### src/rtl/engine_read_write_index_generator_pkg.sv
// Shared packet types and engine FSM definitions for the read/write index generator.
package PKG_MEMORY;

  typedef struct packed {
    logic [15:0] route;
    logic [15:0] opcode;
  } MemoryPacketMeta;

  typedef struct packed {
    logic [3:0][31:0] field;
  } MemoryPacketData;

  typedef struct packed {
    MemoryPacketMeta meta;
    MemoryPacketData data;
  } MemoryPacketPayload;

  typedef struct packed {
    logic               valid;
    MemoryPacketPayload payload;
  } MemoryPacket;

  typedef struct packed {
    logic [31:0] index_start;
    logic [31:0] index_end;
    logic [31:0] stride;
    logic [31:0] array_pointer;
    logic [31:0] array_size;
  } CSRIndexParam;

  typedef struct packed {
    MemoryPacketMeta meta;
    CSRIndexParam    param;
  } CSRIndexConfigurationPayload;

  typedef struct packed {
    logic                        valid;
    CSRIndexConfigurationPayload payload;
  } CSRIndexConfiguration;

endpackage

package PKG_ENGINE;

  typedef enum logic [2:0] {
    IDLE  = 3'd0,
    REQ   = 3'd1,
    WAIT  = 3'd2,
    SETUP = 3'd3,
    BUSY  = 3'd4,
    DONE  = 3'd5
  } engine_read_write_index_generator_state;

  // Cycles spent in WAIT before re-issuing the pop, in case it hit an empty FIFO.
  localparam int unsigned ENGINE_WAIT_TIMEOUT = 4;

endpackage

### src/rtl/engine_read_write_index_generator.sv
// Pops one index configuration, then walks index_start..index_end by stride,
// emitting one memory request per index while downstream is ready.
module engine_read_write_index_generator
  import PKG_MEMORY::*;
  import PKG_ENGINE::*;
#(
  parameter int ID_CU       = 0,
  parameter int ID_BUNDLE   = 0,
  parameter int ID_LANE     = 0,
  parameter int ID_ENGINE   = 0,
  parameter int INDEX_WIDTH = 32
) (
  input  logic                 ap_clk,
  input  logic                 areset,
  input  CSRIndexConfiguration configure_engine_in,
  output logic                 configure_engine_rd_en,
  output MemoryPacket          request_out,
  input  logic                 request_out_ready,
  output logic                 busy_out,
  output logic                 done_out
);

  if (INDEX_WIDTH < 1 || INDEX_WIDTH > 32 ||
      ID_CU < 0 || ID_BUNDLE < 0 || ID_LANE < 0 || ID_ENGINE < 0) begin : g_param_check
    $error("engine_read_write_index_generator: unsupported parameter values");
  end

  engine_read_write_index_generator_state state_q;
  CSRIndexConfigurationPayload            cfg_q;
  MemoryPacket                            request_q;
  logic [INDEX_WIDTH-1:0]                 index_q;
  logic [INDEX_WIDTH-1:0]                 step_q;
  logic [2:0]                             wait_cnt_q;
  logic                                   rd_en_q;
  logic                                   done_q;

  logic [INDEX_WIDTH-1:0] start_d;
  logic [INDEX_WIDTH-1:0] end_d;
  logic [INDEX_WIDTH-1:0] stride_d;
  logic [INDEX_WIDTH:0]   index_next_d;
  logic                   last_d;

  assign start_d  = INDEX_WIDTH'(cfg_q.param.index_start);
  assign end_d    = INDEX_WIDTH'(cfg_q.param.index_end);
  assign stride_d = INDEX_WIDTH'(cfg_q.param.stride);

  // One extra bit so an index near the top of the range cannot wrap past end.
  assign index_next_d = {1'b0, index_q} + {1'b0, step_q};
  assign last_d       = index_next_d >= {1'b0, end_d};

  always_ff @(posedge ap_clk or posedge areset) begin
    if (areset) begin
      state_q    <= IDLE;
      cfg_q      <= '0;
      request_q  <= '0;
      index_q    <= '0;
      step_q     <= '0;
      wait_cnt_q <= '0;
      rd_en_q    <= 1'b0;
      done_q     <= 1'b0;
    end else begin
      rd_en_q         <= 1'b0;
      done_q          <= 1'b0;
      request_q.valid <= 1'b0;
      case (state_q)
        IDLE: state_q <= REQ;
        REQ: begin
          rd_en_q    <= 1'b1;
          wait_cnt_q <= '0;
          state_q    <= WAIT;
        end
        WAIT: begin
          if (configure_engine_in.valid) begin
            cfg_q   <= configure_engine_in.payload;
            state_q <= SETUP;
          end else if (wait_cnt_q == 3'(ENGINE_WAIT_TIMEOUT - 1)) begin
            state_q <= REQ;
          end else begin
            wait_cnt_q <= wait_cnt_q + 3'd1;
          end
        end
        SETUP: begin
          index_q <= start_d;
          step_q  <= (stride_d == '0) ? INDEX_WIDTH'(1) : stride_d;
          state_q <= (start_d >= end_d) ? DONE : BUSY;
        end
        BUSY: begin
          if (request_out_ready) begin
            request_q.valid                 <= 1'b1;
            request_q.payload.meta          <= cfg_q.meta;
            request_q.payload.data.field[0] <= 32'(index_q);
            request_q.payload.data.field[1] <= cfg_q.param.index_end;
            request_q.payload.data.field[2] <= cfg_q.param.array_pointer;
            request_q.payload.data.field[3] <= cfg_q.param.array_size;
            index_q                         <= index_next_d[INDEX_WIDTH-1:0];
            if (last_d) state_q <= DONE;
          end
        end
        DONE: begin
          done_q  <= 1'b1;
          state_q <= IDLE;
        end
        default: state_q <= IDLE;
      endcase
    end
  end

  assign configure_engine_rd_en = rd_en_q;
  assign request_out            = request_q;
  assign busy_out               = (state_q != IDLE);
  assign done_out               = done_q;

endmodule

### config.mk
export PLATFORM = sky130hd
export DESIGN_NAME = engine_read_write_index_generator
export DESIGN_NICKNAME = d
export VERILOG_FILES = /design/src/rtl/engine_read_write_index_generator_pkg.sv /design/src/rtl/engine_read_write_index_generator.sv
export SDC_FILE = /design/constraint.sdc
export NUM_CORES = 1
export LEC_CHECK = 0
export CORE_ASPECT_RATIO = 1.5
export CORE_UTILIZATION = 37
export DETAILED_ROUTE_END_ITERATION = 12
export SLEW_MARGIN = 10
export SYNTH_ARGS = -nofsm -noshare
export SYNTH_HDL_FRONTEND = slang
export SYNTH_SLANG_ARGS = --single-unit
### constraint.sdc
create_clock -name ap_clk -period 13 [get_ports ap_clk]
set_input_delay 1.3 -clock ap_clk [delete_from_list [all_inputs] [get_ports ap_clk]]
set_output_delay 1.3 -clock ap_clk [all_outputs]
set_load 0.1 [all_outputs]
Yosys cells after proc, flatten, opt, wreduce, memory -nomap -nowiden
Cells that the tools add are included.

word-level totals
  bits of input ports = 196
  output and inout port bits = 164
  register bits after elaboration = 425
  word-level logic and storage cells = 61

operators by class
  equal/unequal tests = 11
  order comparisons = 2
  mux-type cells = 16
  $add $sub $neg = 2
  reductions and logical operators = 10

operator list
  kind                   count
  $mux W161              2
  $mux W32               2
  $pmux W32 S2           1
  $add A32 B32 Y33       1
  $ge A33 B32 Y1         1
  $ge A32 B32 Y1         1
  $logic_not A32 Y1      1
  $mux W3                6
  $pmux W3 S5            1
  $eq A3 B2 Y1 const B   3
  $ne A2 B2 Y1 const B   4
  $eq A3 B3 Y1 const B   2
  $pmux W3 S2            1
  $reduce_and A2 Y1      3
  $reduce_and A3 Y1      2
  $reduce_bool A2 Y1     2
  $add A3 B1 Y3 const B  1
  $eq A3 B1 Y1 const B   1
  $logic_not A3 Y1       1
  $mux W1                3
  $ne A3 B3 Y1 const B   1
  $reduce_bool A3 Y1     1

Longest topological paths before layout
  depth after elaboration = 5
  gate-level depth with buffers = 20
  mapped depth without buffers = 19

Worst setup path before layout
OpenSTA, ideal clock, no wires.

  path type = register to register
  start point = reg index_q[0]
  end point = reg state_q[0]
  arrival = 3873 ps
  cell stages (with the launch flop) = 19
  buffers on the path = 0
  path slack = 9033 ps
  setup time = 94 ps
  cells stage by stage = dfrtp_1 ha_1 fa_1 a21o_2 a221oi_2 a2111o_1 a21oi_1 o31ai_1 xnor2_1 ha_1 nand4_1 or3_1 nor2_1 nand2_1 o22ai_1 nor2_1 a31oi_1 o2111ai_1 a211oi_1

between the ends
  cells in the longest elaborated chain, start to end = 4

ends and longest elaborated chain
  item                                RTL line                                 source
  start, declared                     engine_read_write_index_generator.sv:31  logic [INDEX_WIDTH-1:0] index_q;
  start signal, assigned              engine_read_write_index_generator.sv:83  index_q <= start_d;
  start signal, assigned              engine_read_write_index_generator.sv:95  index_q <= index_next_d[INDEX_WIDTH-1:0];
  $add A32 B32 Y33                    engine_read_write_index_generator.sv:48  assign index_next_d = {1'b0, index_q} + {1'b0, step_q};
  $ge A33 B32 Y1                      engine_read_write_index_generator.sv:49  assign last_d = index_next_d >= {1'b0, end_d};
  $ne A2 B2 Y1 (no source line)       -
  $reduce_and A3 Y1 (no source line)  -
  end signal, assigned                engine_read_write_index_generator.sv:85  state_q <= (start_d >= end_d) ? DONE : BUSY;
  end, declared                       engine_read_write_index_generator.sv:28  engine_read_write_index_generator_state state_q;

No other way between the ends.
A chain may end at the register's enable or synchronous reset.

Worst setup path after layout
  start point = reg index_q[14]
  end point = reg state_q[0]

Same word-level chain as after synthesis.

==> qor.csv <==
stage,metric,value,unit
status,status,"complete, no violations",
clocking,post_cts_buffers,0,
clocking,htree_levels,2,
floorplanning,die_h,281,um
synth,synth.avg_cell_area,10.2,um^2
route,drt-total-wl,55.9,mm
global_route,track_usage,0.213,
synth,yosys_warnings,0,
sta,grt_setup_unrepaired,no,
floorplanning,die_w,188,um
synth,synth_nets,2180,
route,drc,0,
setup_path,critPathKind,register to register,
setup_path,required,13.46,ns
synth,synthTopCellsByArea,"dfrtp_1 55%, nand2_1 12%, mux2_2 9.3%",
sta,holdWs,0.454,ns
sta,clock-skew-final,0.0161,ns
synth,yosysSeqAreaShare,0.554,
global_route,grt_max_degree,168,
floorplanning,coreArea,50900,um^2
run,cap_violations,0,
setup_path,cp.arrival,5.22,ns
route,num_vias,14600,
final_layout,final-seq-area,10600,um^2
clocking,cts_tree,yes,
worst_hold_path,hold_class,register to register,
final_layout,nets,2515,
global_route,antenna_found_initial,8,
synth,synthCells,1885,
setup_path,startpoint_type,register,
placement,place_congestion,0.875,
final_layout,drive_gt1_frac,0.116,
synth,ys_types,64,
final_layout,multiInputGateArea,8030,um^2
clocking,clk_pin_slew,0.06,ns
floorplanning,start_util,0.377,
synth,synth.most_common_cell,nand2_1,
synth,yosysTopAreaCell,dfrtp_1,
sta,slew_headroom,0.251,
global_route,grt_pass1_vias,15400,
placement,port_buffers,359,
sta,finalSetupTns,0,ns
route,wl_per_cell,19.1,um
route,dr.pass1.iters,7,
sta,min_period,4.76,ns
sta,timing.final.hold_violations,0,
setup_path,r2r_slack,8.24,ns
synth,netlist_area,19200,um^2
floorplanning,row_count,101,
floorplanning,ioPinCount,360,
route,avgViaCountPerCell,4.98,
sta,maxSlewViolCount,0,
setup_path,cp_max_fo,5,
global_route,grt_pass1_wl,87.3,mm
final_layout,fillCellCount,4739,
global_route,overflow,0,
sta,setup_viol,0,
sta,finalCritPeriodShare,0.366,
synth,synth_seq_cells,425,
clocking,cts_resized,0,
synth,synth-edff-count,0,
sta,fmaxAchievable,210,MHz
clocking,cts-buffers-inserted,44,
clocking,hold_buffers,0,
placement,hpwl,40.6,mm
synth,async_flop_share,1.00,
clocking,clkSinkCount,425,
sta,tightestPinTransition,1.12,ns
route,ant_nets,0,
route,drt_iter0_markers,608,
final_layout,syn_to_final_growth,29.8,%
setup_path,worstSetupEndpointType,register,
floorplanning,die-area,52800,um^2
synth,ys_top_cells_by_count,"631 x nand2_1, 425 x dfrtp_1, 159 x mux2_2",
synth,synthFlopType,dfrtp_1,
clocking,clock_path_buffers,3,
clocking,clock_latency,0.56,ns
clocking,root_buffer,clkbuf_16,
synth,netlist.area_leader.share,0.554,
-- metrics by stage --
step / std cells / util / setup WS (ns) / area [um^2]
after floorplan: 1885 / - / 5.96 / 19200
after global placement: 2843 / 0.460 / 8.42 / 23400
after detailed placement: 2843 / 0.460 / 8.37 / 23400
after CTS: 2921 / 0.489 / 8.36 / 24900
after global routing: 2926 / 0.489 / 7.77 / 24900
final: 2928 / 0.490 / 8.24 / 24900
-- critical path: stages, from the launching register on --
cell,delay (ns)
dfrtp_1,0.39
ha_1,0.38
a21oi_1,0.28
nand2_1,0.11
o311ai_0,0.67
nand2_1,0.20
a31oi_1,0.28
o21ai_0,0.16
a41o_1,0.27
xnor2_1,0.16
ha_1,0.30
nand4_1,0.11
or3_1,0.37
nor2_1,0.13
nand2_1,0.08
o22ai_1,0.16
nor2_1,0.06
a31oi_1,0.21
o2111ai_1,0.13
a211oi_1,0.23
-- state kept, by name, indices dropped and copies added, names as in the netlist, 3 cells and up --
| register | count |
|---|---|
| index_q | 32 |
| end_d | 32 |
| request_out | 161 |
| step_q | 32 |
| cfg_q | 96 |
| start_d | 32 |
| wait_cnt_q | 3 |
| state_q | 3 |
| stride_d | 32 |
-- layout by cell type (no fill, tap or decap), drive strengths merged, types with 6 or more instances in the layout --
cell type / n
buf: 15
xor2: 7
nand4: 19
diode: 7
nand2: 631
nand2b: 10
a21o: 26
o21ai: 105
ha: 98
clkbuf: 61
xnor2: 20
inv: 52
a31oi: 21
nor4: 10
nor2: 57
a21oi: 60
nor3: 12
nand3: 15
clkdlybuf4s50: 359
bufinv: 6
dfrtp: 425
mux2: 159
nor2b: 6
-- path summary, 6_finish.rpt --
check | from | to | cells past startpoint
max in group asynchronous | areset | cfg_q[5]$_DFFE_PP0P_ | 5
min | cfg_q[35]$_DFFE_PP0P_ | request_out[67]$_DFFE_PP0P_ | 2
min reg2reg | cfg_q[35]$_DFFE_PP0P_ | request_out[67]$_DFFE_PP0P_ | 2
max | index_q[14]$_DFFE_PP0P_ | state_q[0]$_DFFE_PP0P_ | 19
min in group asynchronous | areset | cfg_q[61]$_DFFE_PP0P_ | 3
max reg2reg | index_q[14]$_DFFE_PP0P_ | state_q[0]$_DFFE_PP0P_ | 19
-- per-layer routing --
layer  track usage  routed length, um  vias up
met4        0.0930               2130        6
met3        0.0423               2700      110
met1         0.225              20200     7155
met2         0.405              30900      349
met5             0                 40        -
li1              -                  -     6970
-- cell families (layout without fill, tap and decap cells) --
group                    after synthesis  in the layout  share of synthesized area
adder cells (fa/ha/maj)               99             99                     0.0649
AO/OA/AOI/OAI                        260            260                     0.0819
buffers and inverters                136            503                     0.0294
other                                  0              7                          0
AND/OR/NAND/NOR                      776            776                      0.162
multiplexers                         162            162                     0.0948
XOR/XNOR                              27             27                     0.0127
flip-flops                           425            425                      0.554
-- layout make-up --
class,instances,share of cell area
diodes,7,0.000703
repair buffers,374,0.149
inverters,51,0.00793
clock inverters,17,0.0101
multi-input cells,1324,0.322
flip-flops and latches,425,0.427
clock buffers,61,0.0500
well taps,669,0.0336
Power is not shown: default switching activity piles up to over one toggle a cycle in this logic, so the estimate is an artifact.
